<file path="config.mk">
export PLATFORM = sky130hd
export DESIGN_NAME = reg_byte_loader
export DESIGN_NICKNAME = d
export VERILOG_FILES = /design/src/rtl/reg_byte_loader.sv
export SDC_FILE = /design/constraint.sdc
export NUM_CORES = 1
export LEC_CHECK = 0
export BUFFER_PORTS_ARGS = -buffer_cell sky130_fd_sc_hd__buf_2
export CAP_MARGIN = 0
export CORE_MARGIN = 1.5
export CORE_UTILIZATION = 51
export DETAILED_ROUTE_END_ITERATION = 10
export PLACE_DENSITY = 0.8
export REMOVE_ABC_BUFFERS = 1
export SETUP_SLACK_MARGIN = 0.05
export SYNTH_ARGS = -nofsm -noshare
export SYNTH_HDL_FRONTEND = slang
export SYNTH_SLANG_ARGS = --single-unit
</file>
<file path="constraint.sdc">
create_clock -name Clock -period 2.8 [get_ports Clock]
set_clock_uncertainty 0.2 [all_clocks]
set_input_delay 0.56 -clock Clock [delete_from_list [all_inputs] [get_ports Clock]]
set_output_delay 0.56 -clock Clock [all_outputs]
set_load 0.05 [all_outputs]
</file>
<file path="src/rtl/reg_byte_loader.sv">
`default_nettype none
// +----------------------------------------------------------------------------+
// | Module      : reg_byte_loader                                              |
// | Description : Fetches one or two bytes from the 8-bit memory read path and |
// |               issues byte-level FunSel writes that assemble a 16-bit value |
// |               in a target register (E/FunSel/I interface). Keeps a shadow  |
// |               copy of the value the target holds after its writes.         |
// | Revision    : 1.0 - initial release                                        |
// +----------------------------------------------------------------------------+
// | Ports                                                                      |
// |   Clock      in   1   rising-edge clock for every flop                     |
// |   Reset      in   1   synchronous active-high reset                        |
// |   Start      in   1   command strobe, sampled only while idle              |
// |   Mode       in   2   00 LE16, 01 BE16, 10 ZX8, 11 SX8 (latched on Start)  |
// |   MemData    in   8   memory byte, valid with MemValid                     |
// |   MemValid   in   1   byte strobe, honoured only while MemReq is high      |
// |   MemReq     out  1   fetch request, high while waiting for a byte         |
// |   RegE       out  1   registered write enable to the target register      |
// |   RegFunSel  out  3   registered FunSel to the target register            |
// |   RegI       out  16  registered write data, always {8'h00, byte}         |
// |   Shadow     out  16  value the target holds after the last write         |
// |   Busy       out  1   command in progress                                 |
// |   Done       out  1   pulse coincident with the final write cycle         |
// |   Error      out  1   pulse on fetch timeout                              |
// +----------------------------------------------------------------------------+

module reg_byte_loader #(
    parameter int TIMEOUT = 16,
    parameter int TO_W    = 8
) (
    input  logic        Clock,
    input  logic        Reset,
    input  logic        Start,
    input  logic [1:0]  Mode,
    input  logic [7:0]  MemData,
    input  logic        MemValid,
    output logic        MemReq,
    output logic        RegE,
    output logic [2:0]  RegFunSel,
    output logic [15:0] RegI,
    output logic [15:0] Shadow,
    output logic        Busy,
    output logic        Done,
    output logic        Error
);

    // ------------------------------------------------------------------------
    // State encoding
    // ------------------------------------------------------------------------
    localparam logic [1:0] c_ST_IDLE   = 2'd0;
    localparam logic [1:0] c_ST_FETCH1 = 2'd1;
    localparam logic [1:0] c_ST_FETCH2 = 2'd2;
    localparam logic [1:0] c_ST_FINISH = 2'd3;

    // Command modes; bit 1 set means a single-byte command.
    localparam logic [1:0] c_MODE_LE16 = 2'b00;
    localparam logic [1:0] c_MODE_BE16 = 2'b01;
    localparam logic [1:0] c_MODE_ZX8  = 2'b10;

    // FunSel codes understood by the target register.
    localparam logic [2:0] c_FS_ZX   = 3'b100;  // load {8'h00, I[7:0]}
    localparam logic [2:0] c_FS_LOW  = 3'b101;  // load low byte only
    localparam logic [2:0] c_FS_HIGH = 3'b110;  // load high byte only
    localparam logic [2:0] c_FS_SX   = 3'b111;  // load sign-extended byte

    localparam logic [TO_W-1:0] c_CNT_ONE = TO_W'(1);

    // ------------------------------------------------------------------------
    // Registers
    // ------------------------------------------------------------------------
    logic [1:0]      r_state;
    logic [1:0]      r_mode;
    logic [TO_W-1:0] r_cnt;
    logic            r_rege;
    logic [2:0]      r_funsel;
    logic [7:0]      r_byte;
    logic [15:0]     r_shadow;

    // ------------------------------------------------------------------------
    // Combinational next-state / control
    // ------------------------------------------------------------------------
    logic [1:0]      w_state_nxt;
    logic [1:0]      w_mode_nxt;
    logic [TO_W-1:0] w_cnt_nxt;
    logic            w_accept;
    logic [2:0]      w_fs_nxt;
    logic            w_error;
    logic            w_to_hit;

    // w_to_hit is true in the fetch cycle that would be the TIMEOUT-th cycle
    // without a byte; MemValid in that same cycle still takes priority.
    generate
        if (TIMEOUT == 0) begin : g_no_timeout
            assign w_to_hit = 1'b0;
        end else begin : g_timeout
            localparam logic [TO_W-1:0] c_TO_LAST = TO_W'(TIMEOUT - 1);
            assign w_to_hit = (r_cnt == c_TO_LAST);
        end
    endgenerate

    always_comb begin
        w_state_nxt = r_state;
        w_mode_nxt  = r_mode;
        w_cnt_nxt   = r_cnt;
        w_accept    = 1'b0;
        w_fs_nxt    = r_funsel;
        w_error     = 1'b0;

        case (r_state)
            c_ST_IDLE: begin
                if (Start) begin
                    w_state_nxt = c_ST_FETCH1;
                    w_mode_nxt  = Mode;
                    w_cnt_nxt   = '0;
                end
            end

            c_ST_FETCH1: begin
                if (MemValid) begin
                    w_accept = 1'b1;
                    case (r_mode)
                        c_MODE_LE16: w_fs_nxt = c_FS_LOW;
                        c_MODE_BE16: w_fs_nxt = c_FS_HIGH;
                        c_MODE_ZX8:  w_fs_nxt = c_FS_ZX;
                        default:     w_fs_nxt = c_FS_SX;
                    endcase
                    if (r_mode[1]) begin
                        w_state_nxt = c_ST_FINISH;
                    end else begin
                        w_state_nxt = c_ST_FETCH2;
                        w_cnt_nxt   = '0;
                    end
                end else if (w_to_hit) begin
                    w_error     = 1'b1;
                    w_state_nxt = c_ST_IDLE;
                end else begin
                    w_cnt_nxt = r_cnt + c_CNT_ONE;
                end
            end

            c_ST_FETCH2: begin
                if (MemValid) begin
                    w_accept    = 1'b1;
                    // Second byte fills the half the first byte did not.
                    w_fs_nxt    = (r_mode == c_MODE_BE16) ? c_FS_LOW : c_FS_HIGH;
                    w_state_nxt = c_ST_FINISH;
                end else if (w_to_hit) begin
                    w_error     = 1'b1;
                    w_state_nxt = c_ST_IDLE;
                end else begin
                    w_cnt_nxt = r_cnt + c_CNT_ONE;
                end
            end

            c_ST_FINISH: begin
                w_state_nxt = c_ST_IDLE;
            end

            default: begin
                w_state_nxt = c_ST_IDLE;
            end
        endcase
    end

    // ------------------------------------------------------------------------
    // Sequential state, write issue and shadow tracking
    // ------------------------------------------------------------------------
    always_ff @(posedge Clock) begin
        if (Reset) begin
            r_state  <= c_ST_IDLE;
            r_mode   <= 2'b00;
            r_cnt    <= '0;
            r_rege   <= 1'b0;
            r_funsel <= 3'b000;
            r_byte   <= 8'h00;
            r_shadow <= 16'h0000;
        end else begin
            r_state <= w_state_nxt;
            r_mode  <= w_mode_nxt;
            r_cnt   <= w_cnt_nxt;
            r_rege  <= w_accept;

            // FunSel and data hold their last values when no write is issued.
            if (w_accept) begin
                r_funsel <= w_fs_nxt;
                r_byte   <= MemData;
            end

            // The target samples at the edge that ends the RegE cycle; mirror
            // exactly what it will do with the presented FunSel and data.
            if (r_rege) begin
                case (r_funsel)
                    c_FS_ZX:   r_shadow       <= {8'h00, r_byte};
                    c_FS_LOW:  r_shadow[7:0]  <= r_byte;
                    c_FS_HIGH: r_shadow[15:8] <= r_byte;
                    c_FS_SX:   r_shadow       <= {{8{r_byte[7]}}, r_byte};
                    default:   ;
                endcase
            end
        end
    end

    // ------------------------------------------------------------------------
    // Outputs
    // ------------------------------------------------------------------------
    assign MemReq    = (r_state == c_ST_FETCH1) || (r_state == c_ST_FETCH2);
    assign Busy      = (r_state != c_ST_IDLE);
    // FINISH is only entered on a byte accept, so RegE is always high here.
    assign Done      = (r_state == c_ST_FINISH);
    assign Error     = w_error;
    assign RegE      = r_rege;
    assign RegFunSel = r_funsel;
    assign RegI      = {8'h00, r_byte};
    assign Shadow    = r_shadow;

endmodule

`default_nettype wire

</file>
After elaboration in Yosys (flattened, before gate mapping)
Index checks and enable logic that the tools add are counted.

operators by class
  $add $sub $neg = 1
  eq/ne operators = 15
  multiplexer cells = 23
  reduce and logical (&&, ||, !) cells = 14

operator list
  cell                                            number
  case mux 8 bit (3 select lines)                 2
  two-way mux 8 bit                               5
  == test 3 bit (second input constant)           4
  two-way mux 2 bit                               5
  adder 8 x 1 -> 8 bit (second input constant)    1
  == test 8 x 4 -> 1 bit (second input constant)  1
  != test 2 bit (second input constant)           4
  case mux 2 bit (4 select lines)                 1
  AND reduction 4 bit                             2
  == test 2 bit (second input constant)           3
  two-way mux 1 bit                               6
  two-way mux 3 bit                               2
  case mux 2 bit (3 select lines)                 1
  case mux 3 bit (2 select lines)                 1
  AND reduction 2 bit                             3
  nonzero test 3 bit                              2
  == test 2 x 1 -> 1 bit (second input constant)  2
  logical NOT 2 bit                               2
  nonzero test 2 bit                              2
  != test 3 bit (second input constant)           1
  OR reduction 3 bit                              1
  OR reduction 2 bit                              1
  logical OR 1 bit                                1

word-level totals
  bits in registers = 40
  input bits = 14
  output and inout port bits = 40
  word-level logic and storage cells = 61

Depth between registers and ports, before layout
  depth in word-level cells = 4
  gate-level depth with buffers = 8
  gate-level depth less buffers = 6

Worst setup path before layout
OpenSTA, ideal clock, no wires.

  kind = register -> output
  from = reg r_cnt[4]
  to = out Error
  arrival time = 2.457 ns
  required time = 2.040 ns
  slack = -0.417 ns
  cell stages (with the launch flop) = 5
  path buffers = 1
  cells stage by stage = dfxtp_1 > or4_1 > clkbuf_1 > or2_2 > nor3b_1

on the way
  cells in the longest elaborated chain, start to end = 4

ends and longest elaborated chain
  what                    line      source
  from (decl)             73        logic [TO_W-1:0] r_cnt;
  from (signal assigned)  180       r_cnt <= w_cnt_nxt;
  == test 8 x 4 -> 1 bit  97        assign w_to_hit = (r_cnt == c_TO_LAST);
  two-way mux 1 bit       133, 147
  two-way mux 1 bit       142       if (MemValid) begin
  two-way mux 1 bit       -
  to (decl)               44        output logic Error

No other way between the ends.

Worst setup path in the final report
  from = reg r_cnt[5]
  to = out Error

The elaborated chain is that of the path after synthesis.

==> impl_metrics.csv <==
group,metric,value,unit
status,status,"finished clean",
placed_design,port_buffers,45,
sta,slew_viol_final,0,
critical_path,crit_buf_inv,1,
power_and_ir_drop,powerDensity,542.6,mW/mm²
placed_design,hpwl,2.843,mm
global_routing,grt_pass1_vias,1462,
yosys,postSynthAreaPerCell,8.351,µm²
critical_path,reg2reg_slack,0.29,ns
worst_hold_path,hold_class,"in2reg",
yosys,synth_cells,224,
detailed_routing,vias_per_cell,5.335,
critical_path,endpoint_kind,"output port",
die,initial_core_util,54.76,%
die,rows,21,
yosys,synth_area,0.001871,mm²
critical_path,worst-r2r-cell-count,6,
critical_path,cp_max_fo,6,
global_routing,grt_pass1_wl,6.596,mm
clock_network,cts_sinks,40,
final_layout,finalInstanceArea,0.002150,mm²
final_layout,seqCellArea,804.5,µm²
critical_path,arrival,1.91,ns
critical_path,crit_start,"r_cnt[5]",
critical_path,slowest_delay,0.53,ns
clock_network,post_cts_buffers,0,
sta,max_freq,375.2,MHz
critical_path,crit_path_end,"Error",
clock_network,clk_latency,0.35,ns
final_layout,drive_gt1_share,21.72,%
detailed_routing,wl_per_cell,12.32,µm
yosys,yosysUniqueCellTypes,36,
critical_path,cpMaxStageDelayCell,"or4_1",
sta,finalHoldViolations,0,
final_layout,fillerInstances,331,
global_routing,grt.overflow.total,0,
die,core,0.003416,mm²
sta,slew_headroom,51.91,%
clock_network,hold_buffers,0,
power_and_ir_drop,power_leakage,0.8858,nW
global_routing,grt_usage,20.23,%
global_routing,antenna_found_initial,0,
critical_path,required,2.04,ns
detailed_routing,drc,0,
clock_network,cts_tree,"yes",
yosys,seq_area_frac_synth,42.81,%
sta,whs,0.2363,ns
yosys,synth-edff-count,0,
sta,setup_viol,0,
yosys,yosysMostFrequentCell,"dfxtp_1",
yosys,synth-seq-cells,40,
final_layout,multi_input_area,968.4,µm²
critical_path,start_kind,"flip-flop",
yosys,async_flop_share,0,%
yosys,synth_area_leaders,"dfxtp_1 43%, nand2_1 6.8%, a21oi_1 5.9%",
yosys,synthTopCellsByCount,"40 x dfxtp_1, 34 x nand2_1, 24 x nor2_1, 22 x a21oi_1, 9 x mux2i_1",
yosys,synth_top_cell_by_area,"dfxtp_1",
critical_path,cp_num_cells,4,
final_layout,insertedDiodeCount,0,
clock_network,cts.path.max_buffers,2,
placed_design,gp_congestion,0.9438,
die,fp.dieW,63.56,µm
critical_path,worstReg2RegEnd,"r_cnt[5]",
yosys,synth.top_cell.area_share,42.81,%
final_layout,area_growth,14.92,%
detailed_routing,ant_nets,0,
clock_network,clk_pin_slew,0.12,ns
clock_network,cts-htree-levels,2,
yosys,yosys_warnings,0,
sta,fin_crit,2.665,ns
sta,worstMarginPinSlew,0.7214,ns
power_and_ir_drop,ir_drop,0.2972,mV
sta,rsz0062_at_grt,"false",
detailed_routing,vias,1670,
clock_network,cts_made_buffers,5,
detailed_routing,first_pass_iters,5,
detailed_routing,drt_iter0_drc,101,
placed_design,dpl_cell_area,0.002082,mm²
yosys,synth-main-ff-cell,"dfxtp_1",
final_layout,final_util,62.93,%
critical_path,cp_cell_sequence,"or4_1 -> or2_4 -> nor3b_2 -> buf_6",
die,io_pins,54,
job,cap_viol_max_count,0,
detailed_routing,drt-total-wl,3.856,mm
clock_network,root_buffer,"clkbuf_4",
sta,finalCritPeriodShare,95.18,%
critical_path,criticalPathCategory,"reg2out",
final_layout,final_nets,289,
die,die_h,63.56,µm
power_and_ir_drop,power.total,0.001166,W
critical_path,r2r-start,"r_state[0]",
global_routing,grt_max_degree,44,
die,dieArea,0.004040,mm²
critical_path,crit_family,"simple AND/OR/NAND/NOR gates",
routing by layer:
metal	part of all wire (%)	GRT usage [%]
met2	49	32.63
met4	0.62	6.250
met5	0	0
met1	44	26.26
met3	6.4	5.536
worst min path at each step:
stage	from	to	cells after the start
CTS	MemData[2]	r_byte[2]	3
global placement	Shadow[15]	Shadow[15]	2
global route	MemData[5]	r_byte[5]	3
detailed placement	Shadow[15]	Shadow[15]	2
finish	MemData[5]	r_byte[5]	3
floorplan	r_cnt[7]	r_cnt[7]	2
kinds of logic (layout without fill, tap and decap cells):
family	count (synthesis)	after routing	share of synthesized area, %
compound gates	49	49	16.59
mux	9	9	4.816
buf+inv	24	60	7.224
simple gates	93	93	23.01
other cells	1	8	0.2005
flops	40	40	42.81
fa+ha+maj	8	8	5.351
worst reg2reg max path, cell delays in order (launching register included):
cell and delay (ns):
dfxtp_1 0.38, inv_1 0.11, ha_1 0.32, a21o_1 0.22
a221o_1 0.50, or4_1 0.54, a31oi_1 0.19
sequential cells by signal, indices dropped and copies added, names as in the netlist:
name and flops:
RegE 1, r_cnt 8, r_byte 8, RegFunSel 3, r_state 2, Shadow 16
r_mode 2
area by class of cell:
| type | count | area share (%) |
|---|---|---|
| clock buffers | 5 | 1.746 |
| clock inverters | 2 | 0.5821 |
| inverters | 6 | 1.048 |
| multi-input cells | 167 | 45.05 |
| flip-flops and latches | 40 | 37.43 |
| well taps | 46 | 2.678 |
| repair buffers | 47 | 11.47 |
power breakdown:
group          total, W  leakage (nW)  switching [W]  internal [W]
combinational  0.000280         0.534       0.000209     0.0000706
sequential     0.000610         0.324      0.0000212      0.000589
clock          0.000277        0.0271       0.000185     0.0000916
cells in the final DEF (no fill, tap or decap), types with 2 or more instances in the layout:
cell,count
nand4_1,4
dfxtp_1,39
nor2_1,24
conb_1,8
ha_1,8
a31oi_1,4
buf_4,2
and3_1,2
o21ai_0,2
clkbuf_4,5
o211ai_1,2
or4_1,5
a21oi_1,22
and2_1,3
inv_1,6
nor2b_1,2
mux2i_1,9
a211oi_1,8
buf_2,44
nand3_1,8
nand2_1,34
nor3_1,3
nand2b_1,6
stage by stage:
step / setup TNS (ns) / setup WS, ns / std cells
after global placement: 0 / 0.3903 / 306
after global routing: 0 / 0.06714 / 313
after detailed placement: 0 / 0.3276 / 306
after floorplan: -0.3927 / -0.3927 / 213
after CTS: 0 / 0.05654 / 313
final: 0 / 0.1350 / 313
repair_timing:
action | in CTS | in global routing
resized for setup | 3 | 3
pin swaps | 0 | 1
setup endpoints to repair | 1 | 1
Note: power is estimated with default switching activity, not from simulation.
